<file path="config.mk">
export PLATFORM = sky130hd
export DESIGN_NAME = uart_prog_loader
export DESIGN_NICKNAME = d
export VERILOG_FILES = /design/src/rtl/uart_prog_loader.sv
export SDC_FILE = /design/constraint.sdc
export NUM_CORES = 1
export LEC_CHECK = 0
export BUFFER_PORTS_ARGS = -buffer_cell sky130_fd_sc_hd__buf_2
export CELL_PAD_IN_SITES_DETAIL_PLACEMENT = 1
export CELL_PAD_IN_SITES_GLOBAL_PLACEMENT = 1
export CORE_MARGIN = 10
export CORE_UTILIZATION = 44
export DETAILED_ROUTE_END_ITERATION = 16
export HOLD_SLACK_MARGIN = 0.03
export PLACE_DENSITY = 0.86
export SKIP_LAST_GASP = 1
export SYNTH_ARGS = -nofsm -noshare
export SYNTH_HDL_FRONTEND = slang
export SYNTH_SLANG_ARGS = --single-unit
</file>
<file path="constraint.sdc">
create_clock -name clk -period 2.8 [get_ports clk]
set_input_delay 0.56 -clock clk [delete_from_list [all_inputs] [get_ports clk]]
set_output_delay 0.56 -clock clk [all_outputs]
set_load 0.01 [all_outputs]
</file>
<file path="src/rtl/uart_prog_loader.sv">
// UART (8N1, or 8E1 when UART_LOADER_PARITY_EN is defined) program loader: deframes bytes,
// packs them little-endian into 32-bit words and writes them to instruction memory until END_WORD.
module uart_prog_loader #(
    parameter int          CLKS_PER_BIT = 4167,
    parameter int          ADDR_W       = 10,
    parameter logic [31:0] END_WORD     = 32'h0000_0FFF
) (
    input  logic              clk,
    input  logic              rst_n,
    input  logic              rx_i,
    output logic              imem_we_o,
    output logic [ADDR_W-1:0] imem_addr_o,
    output logic [31:0]       imem_wdata_o,
    output logic              prog_done_o,
    output logic              frame_err_o,
    output logic              parity_err_o
);

    localparam int TW = $clog2(CLKS_PER_BIT);
    localparam logic [TW-1:0] BIT_END  = TW'(CLKS_PER_BIT - 1);
    localparam logic [TW-1:0] HALF_END = TW'(CLKS_PER_BIT / 2 - 1);

`ifdef UART_LOADER_PARITY_EN
    typedef enum logic [2:0] {
        IDLE    = 3'd0, START = 3'd1, DATA = 3'd2, STOP = 3'd3,
        RECOVER = 3'd4, DONE  = 3'd5, PARITY = 3'd6
    } state_t;
`else
    typedef enum logic [2:0] {
        IDLE    = 3'd0, START = 3'd1, DATA = 3'd2, STOP = 3'd3,
        RECOVER = 3'd4, DONE  = 3'd5
    } state_t;
`endif

    // Even parity: data bits plus parity bit must XOR to zero.
    function automatic logic parity_ok(input logic [7:0] data, input logic par);
        return (^{data, par}) == 1'b0;
    endfunction

    state_t            state_r, state_next_s;
    logic              rx_meta_r, rx_s_r;
    logic [TW-1:0]     timer_r;
    logic [2:0]        bit_idx_r;
    logic [7:0]        shift_r;
    logic [1:0]        byte_cnt_r;
    logic [23:0]       word_buf_r;
    logic [ADDR_W-1:0] word_cnt_r;
    logic              timer_clr_s, sample_bit_s, byte_ok_s, frame_err_set_s;
    logic              byte_good_s;
    logic [31:0]       word_s;
`ifdef UART_LOADER_PARITY_EN
    logic              par_check_s, parity_bad_r, parity_err_r;
    assign byte_good_s  = ~parity_bad_r;
    assign parity_err_o = parity_err_r;
`else
    assign byte_good_s  = 1'b1;
    assign parity_err_o = 1'b0;
`endif

    assign word_s = {shift_r, word_buf_r};

    // Two-flop synchronizer for the asynchronous serial line.
    always_ff @(posedge clk) begin
        if (!rst_n) begin
            rx_meta_r <= 1'b1;
            rx_s_r    <= 1'b1;
        end else begin
            rx_meta_r <= rx_i;
            rx_s_r    <= rx_meta_r;
        end
    end

    // FSM state register.
    always_ff @(posedge clk) begin
        if (!rst_n) begin
            state_r <= IDLE;
        end else begin
            state_r <= state_next_s;
        end
    end

    // Next-state logic and datapath enables.
    always_comb begin
        state_next_s    = state_r;
        timer_clr_s     = 1'b0;
        sample_bit_s    = 1'b0;
        byte_ok_s       = 1'b0;
        frame_err_set_s = 1'b0;
`ifdef UART_LOADER_PARITY_EN
        par_check_s     = 1'b0;
`endif
        case (state_r)
            IDLE: begin
                if (!rx_s_r) begin
                    state_next_s = START;
                    timer_clr_s  = 1'b1;
                end else begin
                    state_next_s = IDLE;
                end
            end
            START: begin
                if (timer_r == HALF_END) begin
                    timer_clr_s  = 1'b1;
                    state_next_s = rx_s_r ? IDLE : DATA;
                end else begin
                    state_next_s = START;
                end
            end
            DATA: begin
                if (timer_r == BIT_END) begin
                    timer_clr_s  = 1'b1;
                    sample_bit_s = 1'b1;
`ifdef UART_LOADER_PARITY_EN
                    state_next_s = (bit_idx_r == 3'd7) ? PARITY : DATA;
`else
                    state_next_s = (bit_idx_r == 3'd7) ? STOP : DATA;
`endif
                end else begin
                    state_next_s = DATA;
                end
            end
`ifdef UART_LOADER_PARITY_EN
            PARITY: begin
                if (timer_r == BIT_END) begin
                    timer_clr_s  = 1'b1;
                    par_check_s  = 1'b1;
                    state_next_s = STOP;
                end else begin
                    state_next_s = PARITY;
                end
            end
`endif
            STOP: begin
                if (timer_r == BIT_END) begin
                    timer_clr_s = 1'b1;
                    if (rx_s_r) begin
                        byte_ok_s = byte_good_s;
                        // Terminator is only recognised on a complete, valid word.
                        if (byte_good_s && (byte_cnt_r == 2'd3) && (word_s == END_WORD)) begin
                            state_next_s = DONE;
                        end else begin
                            state_next_s = IDLE;
                        end
                    end else begin
                        frame_err_set_s = 1'b1;
                        state_next_s    = RECOVER;
                    end
                end else begin
                    state_next_s = STOP;
                end
            end
            RECOVER: begin
                state_next_s = rx_s_r ? IDLE : RECOVER;
            end
            DONE: begin
                state_next_s = DONE;
            end
            default: begin
                state_next_s = IDLE;
            end
        endcase
    end

    // Bit timing, byte assembly, word packing and registered outputs.
    always_ff @(posedge clk) begin
        if (!rst_n) begin
            timer_r      <= '0;
            bit_idx_r    <= 3'd0;
            shift_r      <= 8'd0;
            byte_cnt_r   <= 2'd0;
            word_buf_r   <= 24'd0;
            word_cnt_r   <= '0;
            imem_we_o    <= 1'b0;
            imem_addr_o  <= '0;
            imem_wdata_o <= 32'd0;
            prog_done_o  <= 1'b0;
            frame_err_o  <= 1'b0;
`ifdef UART_LOADER_PARITY_EN
            parity_bad_r <= 1'b0;
            parity_err_r <= 1'b0;
`endif
        end else begin
            imem_we_o <= 1'b0;
            timer_r   <= timer_clr_s ? '0 : timer_r + TW'(1);
            if (state_r == START) begin
                bit_idx_r <= 3'd0;
            end else if (sample_bit_s) begin
                bit_idx_r <= bit_idx_r + 3'd1;
            end
            if (sample_bit_s) begin
                shift_r <= {rx_s_r, shift_r[7:1]};
            end
`ifdef UART_LOADER_PARITY_EN
            if (state_r == START) begin
                parity_bad_r <= 1'b0;
            end else if (par_check_s) begin
                parity_bad_r <= ~parity_ok(shift_r, rx_s_r);
                if (!parity_ok(shift_r, rx_s_r)) begin
                    parity_err_r <= 1'b1;
                end
            end
`endif
            if (frame_err_set_s) begin
                frame_err_o <= 1'b1;
            end
            if (byte_ok_s) begin
                if (byte_cnt_r == 2'd3) begin
                    byte_cnt_r <= 2'd0;
                    if (word_s == END_WORD) begin
                        prog_done_o <= 1'b1;
                    end else begin
                        imem_we_o    <= 1'b1;
                        imem_addr_o  <= word_cnt_r;
                        imem_wdata_o <= word_s;
                        word_cnt_r   <= word_cnt_r + ADDR_W'(1);
                    end
                end else begin
                    word_buf_r[{byte_cnt_r, 3'b000} +: 8] <= shift_r;
                    byte_cnt_r <= byte_cnt_r + 2'd1;
                end
            end
        end
    end

endmodule

</file>
==> impl_metrics.py <==
metrics = {
    "status": {
        "outcome": "completed",
    },
    "power_and_ir_drop": {
        "p_sw_share_pct": 23.3,
        "p_switching_mw": 0.616,
        "vdd_ir_drop_max_uv": 199,
        "combPwrFrac_pct": 2.2,
        "seqPwrFrac_pct": 59.7,
        "clkPwrFrac_pct": 38.1,
        "p_int_mw": 2.03,
        "powerDensity_nw_per_um2": 515,
        "power_leakage_nw": 1.91,
    },
    "worst_setup_path": {
        "criticalPathCategory": "reg2reg",
        "crit_path_end": "imem_wdata_o[6]$_SDFFE_PN0P_",
        "rr_endpoint": "imem_wdata_o[6]$_SDFFE_PN0P_",
        "timing.rr.start": "shift_r[7]$_SDFFE_PN0P_",
        "startpoint_type": "flop",
        "crit_fanout": 19,
        "cp-startpoint": "shift_r[7]$_SDFFE_PN0P_",
        "critPathRequiredTime_ns": 3.12,
        "cp.arrival_ns": 2.60,
        "reg2regPathDepth": 7,
        "critPathCaptureType": "flop",
        "regToRegSetupSlack_ns": 0.52,
    },
    "cells_and_area": {
        "drive_gt1_share_pct": 15.1,
        "diodes": 0,
        "nets": 591,
        "area.growth.synth_to_final_pct": 11.0,
        "fillCellCount": 1287,
    },
    "clocking": {
        "cts_resized": 0,
        "clk_pin_slew_ns": 0.10,
        "numCtsBuffers": 9,
        "cts.sinks": 110,
        "cts_buffer_depth": 2,
        "cts_hold_buf": 0,
        "cts_tree": "done",
        "h-tree-depth": 3,
        "post-cts-setup-buffers": 0,
        "cts_root_buffer": "clkbuf_8",
        "clk_latency_ns": 0.39,
    },
    "synth": {
        "synth.avg_cell_area_um2": 8.56,
        "synth_ff_type": "dfxtp_1",
        "synth_area_um2": 4620,
        "synth_edf_count": 0,
        "ys_seq_area_share_pct": 47.7,
        "syn_inst": 540,
        "synth_top_area_cell": "dfxtp_1",
        "synth_top_area_share_pct": 47.7,
        "yosysWarnings": 0,
        "synth_area_leaders": "dfxtp_1 48%, nand2_1 11%, a21oi_1 7.7%, nand3_1 3.8%, mux2i_1 3.7%",
        "synthesis.nets": 553,
        "synth_seq_cells": 110,
        "synth_cell_types": 50,
        "async_reset_ff_share_pct": 0,
    },
    "detailed_routing": {
        "wl_um": 11900,
        "viasPerCell": 5.45,
        "wl_per_cell_um": 16.5,
        "drt_iter0_drc": 190,
        "drc": 0,
        "drtPass1Iterations": 4,
        "vias": 3919,
        "final_antenna_net_count": 0,
    },
    "timing": {
        "fin_skew_ns": 0.0136,
        "worstMarginPinSlew_ns": 0.882,
        "setup_viol": 0,
        "rsz0062_at_grt": "false",
        "finalCritPeriodShare_pct": 81.5,
        "timing.setup.tns_ns": 0,
        "relSlewSlack_pct": 41.1,
        "holdWs_ns": 0.353,
        "slew_violations": 0,
        "min_period_ns": 2.28,
        "clock.fmax_mhz": 438,
        "finalHoldViolations": 0,
    },
    "grt": {
        "grt_usage_pct": 16.6,
        "grt_max_degree": 41,
        "antenna_found_initial": 0,
        "grt_overflow": 0,
        "grt_pass1_vias": 4068,
        "grt_pass1_wl_um": 20500,
    },
    "die": {
        "die_w_um": 122,
        "die_h_um": 122,
        "core_um2": 10300,
        "placementRows": 37,
        "start_util_pct": 45.0,
        "die_area_um2": 15000,
        "pin_count": 49,
    },
    "run": {
        "maxCapViolCount": 0,
    },
    "placement": {
        "dp_hpwl_um": 8650,
        "portBuffers": 47,
        "gp_congestion": 0.830,
    },
    "worst_hold_path": {
        "hold_path_class": "in2reg",
    },
}
## cell usage after synthesis, drive strengths merged, types with 6 or more instances
| master | instances |
|---|---|
| nor3 | 7 |
| a21oi | 71 |
| xor2 | 8 |
| nor2 | 23 |
| clkbuf | 15 |
| nand2b | 11 |
| mux2i | 17 |
| buf | 17 |
| and4 | 6 |
| or3 | 6 |
| inv | 8 |
| dfxtp | 110 |
| o21ai | 7 |
| ha | 10 |
| nand2 | 139 |
| nand3 | 35 |
## routing by layer
| layer | routed length (µm) | track usage [%] | part of all wire (%) |
|---|---|---|---|
| met4 | 193 | 6.33 | 1.6 |
| met5 | 0 | 0 | 0 |
| met2 | 6040 | 28.6 | 51 |
| met3 | 542 | 3.72 | 4.6 |
| met1 | 5100 | 19.7 | 43 |
## power groups by stage
stage	combinational [mW]	sequential (mW)	clock, mW
after global routing	0.0644	1.58	1.09
after global placement	0.0547	1.61	0
final	0.0573	1.58	1.01
after floorplan	0.0492	1.61	0
after detailed placement	0.0570	1.61	0
after CTS	0.0581	1.58	1.03
## through the flow
stage                     total power, mW  util [%]  cell area, µm²  worst slack (ns)  instances
after floorplan                      1.66         -            4620             0.838        540
after global placement               1.67      47.9            4920             0.611        703
after detailed placement             1.67      47.9            4920             0.559        703
after CTS                            2.67      49.9            5130             0.500        719
after global routing                 2.74      49.9            5130             0.349        719
final                                2.64      49.9            5130             0.518        719
## layout by cell type, fill, tap and decap left out, drive strengths merged, types with 6 or more instances in the layout
cell / count
a21oi: 71
and4: 6
buf: 59
clkbuf: 10
dfxtp: 110
ha: 10
inv: 9
mux2i: 17
nand2: 139
nand2b: 11
nand3: 35
nor2: 23
nor3: 7
o21ai: 7
or3: 6
xor2: 8
## critical path, stage by stage (launching register included)
cell and delay (ns):
dfxtp_1 0.42, nand4b_1 0.26, nor4_2 0.31, buf_4 0.21, a2111o_1 0.43, buf_4 0.32
nand2_1 0.08, a21oi_1 0.16
## state kept, by name, indices dropped and copies added (netlist names)
name	count
imem_we_o	1
prog_done_o	1
bit_idx_r	3
imem_addr_o	10
word_cnt_r	10
rx_meta_r	1
timer_r	13
rx_s_r	1
imem_wdata_o	32
byte_cnt_r	2
shift_r	8
word_buf_r	24
state_r	3
frame_err_o	1
## layout make-up
type | count | area [µm²] | share of cell area, %
inverter | 8 | 30.0 | 0.585
clock inverter | 6 | 68.8 | 1.34
tap | 136 | 170 | 3.32
clock buffer | 10 | 138 | 2.68
multi-input combinational | 390 | 2200 | 42.8
sequential | 110 | 2200 | 42.9
timing repair buffer | 59 | 325 | 6.34
## logic make-up after synthesis
family | Yosys count | synth area share (%)
compound gates | 93 | 11.7
mux | 17 | 3.68
other cells | 1 | 0.0812
xor+xnor | 13 | 2.46
buf+inv | 40 | 4.79
flops | 110 | 47.7
fa+ha+maj | 10 | 2.71
simple gates | 256 | 26.9
## how the worst min path moves through the flow
stage | from | to | slack, ns | cells past startpoint
after floorplan | rx_meta_r$_SDFF_PN1_ | rx_s_r$_SDFF_PN1_ | 0.39 | 1
after global placement | rx_meta_r$_SDFF_PN1_ | rx_s_r$_SDFF_PN1_ | 0.39 | 1
after detailed placement | rx_meta_r$_SDFF_PN1_ | rx_s_r$_SDFF_PN1_ | 0.42 | 1
after CTS | rx_i | rx_meta_r$_SDFF_PN1_ | 0.36 | 2
after global routing | rx_i | rx_meta_r$_SDFF_PN1_ | 0.37 | 2
final | rx_i | rx_meta_r$_SDFF_PN1_ | 0.35 | 2
No activity file was read; power rests on OpenSTA's default activity.
